<file path="src/rtl/div_pkg.sv">
// -----------------------------------------------------------------------------
// div_pkg
// Shared definitions for the 16-bit restoring divider.
//   DATA_WIDTH : operand / result width (only 16 is supported)
//   CNT_WIDTH  : width of the quotient-bit counter (log2 of DATA_WIDTH)
//   state_e    : divider FSM states
// -----------------------------------------------------------------------------
package div_pkg;

    localparam int DATA_WIDTH = 16;
    localparam int CNT_WIDTH  = 4;

    typedef enum logic [1:0] {
        IDLE = 2'd0,
        CALC = 2'd1,
        DONE = 2'd2
    } state_e;

endpackage : div_pkg

</file>
<file path="src/rtl/div_16bit_restoring.sv">
// -----------------------------------------------------------------------------
// div_16bit_restoring
// Radix-2 restoring divider, one quotient bit per clock, MSB first. Signed
// operation divides magnitudes and fixes the signs on the last iteration.
// Division by zero bypasses the iteration and reports o_err.
//
// Ports
//   i_clk    : clock, all state changes on the rising edge
//   i_rst    : synchronous active-high reset
//   i_start  : request, accepted only in IDLE
//   i_sign   : 1 = two's-complement operands, 0 = unsigned
//   i_num_x  : dividend
//   i_num_y  : divisor
//   o_busy   : high whenever the FSM is not in IDLE
//   o_end    : one-cycle done pulse, results valid in that cycle
//   o_quo    : quotient, held until the next accepted request
//   o_rem    : remainder, held until the next accepted request
//   o_err    : divide-by-zero flag, updated together with o_quo
// -----------------------------------------------------------------------------
module div_16bit_restoring #(
    parameter int DATA_WIDTH = div_pkg::DATA_WIDTH
) (
    input  logic                  i_clk,
    input  logic                  i_rst,
    input  logic                  i_start,
    input  logic                  i_sign,
    input  logic [DATA_WIDTH-1:0] i_num_x,
    input  logic [DATA_WIDTH-1:0] i_num_y,
    output logic                  o_busy,
    output logic                  o_end,
    output logic [DATA_WIDTH-1:0] o_quo,
    output logic [DATA_WIDTH-1:0] o_rem,
    output logic                  o_err
);

    import div_pkg::state_e;
    import div_pkg::IDLE;
    import div_pkg::CALC;
    import div_pkg::DONE;
    import div_pkg::CNT_WIDTH;

    localparam int W = DATA_WIDTH;
    localparam logic [CNT_WIDTH-1:0] CNT_LAST = CNT_WIDTH'(W - 1);

    state_e               state_q,   state_d;
    logic [CNT_WIDTH-1:0] cnt_q,     cnt_d;
    logic [W:0]           prem_q,    prem_d;    // partial remainder, 1 guard bit
    logic [W-1:0]         dvd_q,     dvd_d;     // dividend shifts out, quotient shifts in
    logic [W-1:0]         dvs_q,     dvs_d;     // divisor magnitude
    logic                 quo_neg_q, quo_neg_d;
    logic                 rem_neg_q, rem_neg_d;
    logic [W-1:0]         quo_q,     quo_d;
    logic [W-1:0]         rem_q,     rem_d;
    logic                 err_q,     err_d;
    logic                 busy_q,    busy_d;
    logic                 end_q,     end_d;

    // Datapath for one iteration
    logic [W-1:0] x_mag, y_mag;
    logic [W:0]   shifted, trial, prem_next;
    logic         q_bit;
    logic [W-1:0] dvd_next, quo_fin, rem_fin;

    always_comb begin
        // Magnitudes of the request operands; 0x8000 maps to itself, which
        // is the correct unsigned magnitude.
        x_mag = (i_sign && i_num_x[W-1]) ? -i_num_x : i_num_x;
        y_mag = (i_sign && i_num_y[W-1]) ? -i_num_y : i_num_y;

        // prem_q < dvs_q always holds, so the trial difference fits in W+1
        // bits and its top bit is a reliable borrow.
        shifted   = {prem_q[W-1:0], dvd_q[W-1]};
        trial     = shifted - {1'b0, dvs_q};
        q_bit     = ~trial[W];
        prem_next = q_bit ? trial : shifted;
        dvd_next  = {dvd_q[W-2:0], q_bit};

        quo_fin = quo_neg_q ? -dvd_next          : dvd_next;
        rem_fin = rem_neg_q ? -prem_next[W-1:0]  : prem_next[W-1:0];
    end

    always_comb begin
        // NOTE: every signal gets a hold default first so no path leaves one unassigned (no latches).
        state_d   = state_q;
        cnt_d     = cnt_q;
        prem_d    = prem_q;
        dvd_d     = dvd_q;
        dvs_d     = dvs_q;
        quo_neg_d = quo_neg_q;
        rem_neg_d = rem_neg_q;
        quo_d     = quo_q;
        rem_d     = rem_q;
        err_d     = err_q;

        unique case (state_q)
            IDLE: begin
                if (i_start) begin
                    if (i_num_y == '0) begin
                        state_d = DONE;
                        quo_d   = '1;
                        rem_d   = i_num_x;
                        err_d   = 1'b1;
                    end else begin
                        state_d   = CALC;
                        dvd_d     = x_mag;
                        dvs_d     = y_mag;
                        quo_neg_d = i_sign & (i_num_x[W-1] ^ i_num_y[W-1]);
                        rem_neg_d = i_sign & i_num_x[W-1];
                        prem_d    = '0;
                        cnt_d     = '0;
                    end
                end
            end
            CALC: begin
                prem_d = prem_next;
                dvd_d  = dvd_next;
                cnt_d  = cnt_q + CNT_WIDTH'(1);
                if (cnt_q == CNT_LAST) begin
                    state_d = DONE;
                    quo_d   = quo_fin;
                    rem_d   = rem_fin;
                    err_d   = 1'b0;
                end
            end
            DONE:    state_d = IDLE;
            default: state_d = IDLE;
        endcase

        // Status outputs are registered from the next state so they line up
        // exactly with state_q.
        busy_d = (state_d != IDLE);
        end_d  = (state_d == DONE);
    end

    always_ff @(posedge i_clk) begin
        // NOTE: datapath registers are reset too, so a reset mid-operation leaves no stale results visible.
        if (i_rst) begin
            state_q   <= IDLE;
            cnt_q     <= '0;
            prem_q    <= '0;
            dvd_q     <= '0;
            dvs_q     <= '0;
            quo_neg_q <= 1'b0;
            rem_neg_q <= 1'b0;
            quo_q     <= '0;
            rem_q     <= '0;
            err_q     <= 1'b0;
            busy_q    <= 1'b0;
            end_q     <= 1'b0;
        end else begin
            // NOTE: non-blocking assignments so every flop samples pre-edge values.
            state_q   <= state_d;
            cnt_q     <= cnt_d;
            prem_q    <= prem_d;
            dvd_q     <= dvd_d;
            dvs_q     <= dvs_d;
            quo_neg_q <= quo_neg_d;
            rem_neg_q <= rem_neg_d;
            quo_q     <= quo_d;
            rem_q     <= rem_d;
            err_q     <= err_d;
            busy_q    <= busy_d;
            end_q     <= end_d;
        end
    end

    assign o_busy = busy_q;
    assign o_end  = end_q;
    assign o_quo  = quo_q;
    assign o_rem  = rem_q;
    assign o_err  = err_q;

endmodule : div_16bit_restoring
</file>
<file path="config.mk">
export PLATFORM = sky130hd
export DESIGN_NAME = div_16bit_restoring
export DESIGN_NICKNAME = d
export VERILOG_FILES = /design/src/rtl/div_pkg.sv /design/src/rtl/div_16bit_restoring.sv
export SDC_FILE = /design/constraint.sdc
export NUM_CORES = 1
export LEC_CHECK = 0
export CORE_UTILIZATION = 61
export DETAILED_ROUTE_END_ITERATION = 10
export PLACE_DENSITY = 0.84
export SLEW_MARGIN = 20
export SYNTH_ARGS = -nofsm -noshare
export SYNTH_HDL_FRONTEND = slang
export SYNTH_SLANG_ARGS = --single-unit
</file>
<file path="constraint.sdc">
create_clock -name i_clk -period 7.75 [get_ports i_clk]
set_input_delay 1.55 -clock i_clk [delete_from_list [all_inputs] [get_ports i_clk]]
set_output_delay 1.55 -clock i_clk [all_outputs]
set_load 0.01 [all_outputs]
</file>
==> results of run 1 <==
## logic make-up after synthesis
group           after synthesis
simple gates                254
fa+ha+maj                    22
compound gates              233
buf+inv                      75
xor+xnor                     60
flops                        91
mux                          15
## cell usage after synthesis (16+ instances only)
master and count:
inv_1 33, o21ai_0 37, a21oi_1 55, nand2_1 64
nor2_1 100, xor2_1 29, a211oi_1 29, xnor2_1 31
clkbuf_1 28, nand3_1 16, dfxtp_1 91, ha_1 21
## worst max path at each step
stage,from,end,slack (ps),cells past startpoint
floorplan,dvd_q[15],o_rem[14],3920,18
global placement,i_num_y[0],o_rem[15],2620,11
detailed placement,i_num_y[0],o_rem[13],2400,11
CTS,i_num_y[0],o_rem[15],2800,11
global route,i_num_y[0],o_rem[15],2710,11
finish,i_num_y[0],o_rem[13],3030,11
## cell type report
cell class	count	share of cell area
inverter	35	0.0191
timing repair buffer	76	0.108
tap	129	0.0234
clock buffer	9	0.0180
clock inverter	7	0.0133
multi-input combinational	584	0.554
sequential	91	0.265
## critical path: cells and delay by family
kind | cells | cell delay [ps]
and+or+nand+nor | 6 | 2230
buffers and inverters | 2 | 560
AOI/OAI and AO/OA | 2 | 500
adders and majority gates | 1 | 160
## state kept, by name (all words and copies together) (netlist names), 2 cells and up
signal   cells
dvs_q       16
cnt_q        4
o_rem       16
prem_q      16
o_quo       16
dvd_q       16
state_q      2
## power breakdown
part / internal [mW] / switching (mW) / leakage, nW
registers: 0.491 / 0.0293 / 0.741
logic: 0.217 / 0.346 / 1.66
clock network: 0.157 / 0.193 / 0.105
total: 0.864 / 0.568 / 2.51
## per-stage QoR
stage                     hold WS, ps  std cells
after detailed placement          458        915
after CTS                         473        931
final                             474        931
after global routing              512        931
after floorplan                   454        750
after global placement            451        915
## metal layers
layer / vias up / share of wire
li1: 2831 / -
met1: 2687 / 0.44
met2: 248 / 0.47
met3: 34 / 0.074
met4: 0 / 0.018
met5: - / 0
==> impl_metrics.ini, run 1 <==
[yosys]
synth_cells = 750
synth_top_area_cell = dfxtp_1
syn_area_um2 = 5930
postSynth.asyncResetShare = 0
ys_ff_latch = 91
syn_nets = 808
synth_edf_count = 0
synth_flop_cell = dfxtp_1
synthMuxAreaShare = 0.0264
synth-compound-area-share = 0.277
synth_top_area_frac = 0.307
yosys.area_share.xor_xnor = 0.0886
synth_top_family_by_area = compound AO/OA/AOI/OAI gates
ys_seq_area_frac = 0.307
yosys.area_share.simple = 0.202
netlist_top_cells_area = dfxtp_1, nor2_1, a21oi_1, xnor2_1, ha_1
yosysWarnings = 0
yosysUniqueCellTypes = 75
synth_fa_ha_area_frac = 0.0477
synth.avg_cell_area_um2 = 7.91

[final_layout]
multi_input_area_um2 = 3820
final_cell_mix = nor2_1, dfxtp_1, clkdlybuf4s50_1
final_common_cell = nor2_1
fill_cells = 706
seqCellArea_um2 = 1820
diodes = 0
postLayoutCellArea_um2 = 6890
final_core_utilization = 0.738
post_route_cells_drive_above_1_share = 0.0723
nets = 855
area_delta_synth_final_pct = 16.1

[run_status]
run_status = complete, no violations

[worst_setup_path]
crit_fanout = 36
reg2reg_depth = 20
crit_chain = clkdlybuf4s50_1 > inv_1 > ha_1 > or3b_2 > nor4_2 > nand2_1 > nor3_1 > nand2_1 > nand2_2 > o21ai_0 > a221oi_1
r2r_slack_ps = 3070
crit_arrival_ps = 5000
r2r_start = dvd_q[15]
worstPathRequired_ps = 8030
crit_top_cell = nand2_1
startpoint_type = input pin
end_kind = flip-flop
reg2reg_to = o_rem[14]
crit_type = in2reg
slowest_delay_ps = 560
slowest_stage = nand2_2

[sta]
setup_viol = 0
fin_crit_ps = 4720
hold_viol = 0
max_freq_mhz = 212
worst_pin_slew_ps = 1120
relSlewSlack = 0.241
rsz0062_at_grt = no
fin_crit_sh = 0.609
finalMaxSlewViolations = 0
fin_setup_tns_ps = 0
skew_ps = 25.0
worst_slack_ps = 3030

[clocking]
clock_sinks = 91
htree_num_levels = 3
cts_buffers = 9
post_cts_buffers = 0
ctsRootBufferMaster = clkbuf_8
max-clock-path-buffers = 2
postCtsHoldBufs = 0
cts_resized = 0
clk_pin_slew_ps = 110
worstSkewPairLatency_ps = 380
cts_tree = done

[power]
peakVddDrop_uv = 109
p_leak_nw = 2.51
finalPower_mw = 1.43
p_per_area_nw_per_um2 = 208

[hold_path]
holdPathEnd = o_rem[2]
hp-class = reg2reg
hold_depth = 2
hold_start = o_rem[2]

[grt]
grt_start_max_net_pins = 86
overflow = 0
grt_pass1_wl_um = 25900
grt-busiest-layer = met2
grt.total_usage = 0.323
gr-usage-met1 = 0.423
grt_pass1_vias = 5330
antenna_found_initial = 0
grt_util_met3 = 0.0534
grtUsageMet2 = 0.545

[drt]
routed_wl_um = 16100
viasPerCell = 6.23
first_pass_iters = 5
wl_per_cell_um = 17.3
drc = 0
antenna_left = 0
drt_iter0_markers = 512
route.vias.total = 5800

[floorplanning]
design.core.area_um2 = 9330
dieArea_um2 = 10100
die_w_um = 101
die_h_um = 101
initial_utilization = 0.636
rows = 35
io_pins = 71

[placed_design]
place_area_um2 = 6660
pre_cts_slack_ps = 2400
gp_congestion = 0.892
dp_hpwl_um = 11700
port-buffer-count = 70

[flow_run]
max-cap-violations = 0
Note: power is estimated with default switching activity, not from simulation.
==> inputs of run 2 (changes only) <==
- CORE_UTILIZATION: 61 -> 57
- PLACE_DENSITY: 0.84 -> 0.79
- clock period: 7.75 -> 4.7 ns (I/O delays scaled with it)
==> run 2 against run 1 <==
Wire length increased by 5.5%. Non-clock buffer count increased by 13. Sequential share of layout area decreased by 0.30 points. Clock power increased by 57%. Cell count increased by 1.8%. Critical path type is now reg2reg. Critical path depth increased by 8. Via count increased by 2.9%. Count of clock-buffer cells in the layout increased by 2. Die area increased by 6.9%. Highest routed layer unchanged. Worst hold slack improved by 9.3 ps. Combinational power increased by 74%.
==> impl_metrics.ini, run 2 (synthesized netlist as in run 1, its figures left out) <==
[grt]
overflow = 0
grt_pass1_vias = 5538
grt_pass1_wl_um = 27900
grt.total_usage = 0.318
grt_start_max_net_pins = 48
antenna_found_initial = 0

[sta]
setup_viol = 0
rsz0062_at_grt = no
fin_crit_sh = 0.928
worst_pin_slew_ps = 747
fin_setup_tns_ps = 0
hold_viol = 0
relSlewSlack = 0.502
fin_crit_ps = 4360
max_freq_mhz = 229
finalMaxSlewViolations = 0
skew_ps = 14.9

[drt]
first_pass_iters = 5
drc = 0
antenna_left = 0
wl_per_cell_um = 18.0
viasPerCell = 6.30
routed_wl_um = 17000
route.vias.total = 5969
drt_iter0_markers = 513

[worst_setup_path]
r2r_start = dvd_q[15]
worstPathRequired_ps = 4990
path_depth = 19
crit_chain = inv_1 > ha_1 > inv_1 > fa_1 > a211oi_2 > o211ai_2 > and3_1 > nor3_4 > nor2_4 > inv_2 > o21ai_0 > inv_1 > ha_1 > inv_1 > nor4_1 > o22ai_2 > o31ai_1 > xor2_1 > a211oi_1
r2r_slack_ps = 340
slowest_stage = nor4_1
cpLargestDelayFamily = compound AO/OA/AOI/OAI gates
end_kind = flip-flop
reg2reg_depth = 19
crit_arrival_ps = 4650
reg2reg_to = o_rem[14]
crit_type = reg2reg
crit_fanout = 11
slowest_delay_ps = 450
path_buf_inv = 5
startpoint_type = flip-flop
crit_top_cell = inv_1

[clocking]
cts_tree = done
max-clock-path-buffers = 2
clk_pin_slew_ps = 90
cts_resized = 0
clock_sinks = 91
worstSkewPairLatency_ps = 370
htree_num_levels = 3
ctsRootBufferMaster = clkbuf_8
cts_buffers = 9

[final_layout]
nets = 868
final_common_cell = nor2_1
diodes = 0
postLayoutCellArea_um2 = 6970
area_delta_synth_final_pct = 17.4
post_route_cells_drive_above_1_share = 0.0834
final_cell_mix = nor2_1, dfxtp_1, clkdlybuf4s50_1

[placed_design]
port-buffer-count = 70
place_area_um2 = 6730
gp_congestion = 0.992
dp_hpwl_um = 12500

[power]
p_leak_nw = 2.56
p_per_area_nw_per_um2 = 342
peakVddDrop_uv = 185

[floorplanning]
dieArea_um2 = 10800
initial_utilization = 0.599
die_h_um = 104
io_pins = 71
die_w_um = 104
design.core.area_um2 = 9910
rows = 36

[run_status]
run_status = complete, no violations

[hold_path]
hold_start = dvs_q[15]
hold_depth = 2
hp-class = reg2reg
holdPathEnd = dvs_q[15]

[flow_run]
max-cap-violations = 0
[run 2: where the power goes]
part / switching, mW / internal, mW / total, mW
clock network: 0.299 / 0.250 / 0.549
registers: 0.0468 / 0.809 / 0.856
logic: 0.591 / 0.387 / 0.978
total: 0.937 / 1.45 / 2.38
[run 2: worst max-delay path by stage]
stage	start	endpoint	slack, ps
floorplan	dvd_q[15]	o_rem[14]	870
global placement	dvd_q[15]	o_rem[14]	480
detailed placement	dvd_q[15]	o_rem[14]	260
CTS	dvd_q[15]	o_rem[14]	200
global route	dvd_q[15]	o_rem[14]	60
finish	dvd_q[15]	o_rem[14]	340
[run 2: per-layer routing]
layer,share of wire,global-route usage
met2,0.46,0.509
met4,0.025,0.127
met5,0,0
met1,0.44,0.428
met3,0.073,0.0508
[run 2: repair_timing]
action | 4_1_cts | 5_1_grt
buffers inserted | 0 | 5
hold buffers | 0 | 0
hold endpoints to repair | 0 | 0
endpoints found under the setup margin | 0 | 5
[run 2: per-stage QoR]
step	hold slack, ps	cells	util	worst slack, ps	total power [mW]
after floorplan	454	750	-	872	1.57
after global placement	451	927	0.679	477	1.79
after detailed placement	464	927	0.679	263	1.79
after CTS	482	943	0.698	200	2.33
after global routing	503	948	0.703	59.7	2.51
final	483	948	0.703	339	2.38
[run 2: area by class of cell]
| cell class | instances | area (µm²) |
|---|---|---|
| Clock buffer | 11 | 131 |
| Clock inverter | 5 | 62.6 |
| Fill cell | 850 | 2940 |
| Inverter | 35 | 131 |
| Multi-Input combinational cell | 584 | 3810 |
| Sequential cell | 91 | 1820 |
| Tap cell | 133 | 166 |
| Timing Repair Buffer | 89 | 838 |
[run 2: worst min-delay path, delay by kind of cell, from the launching register on]
family	cells	cell delay, ps
compound gates	2	120
flops	1	320
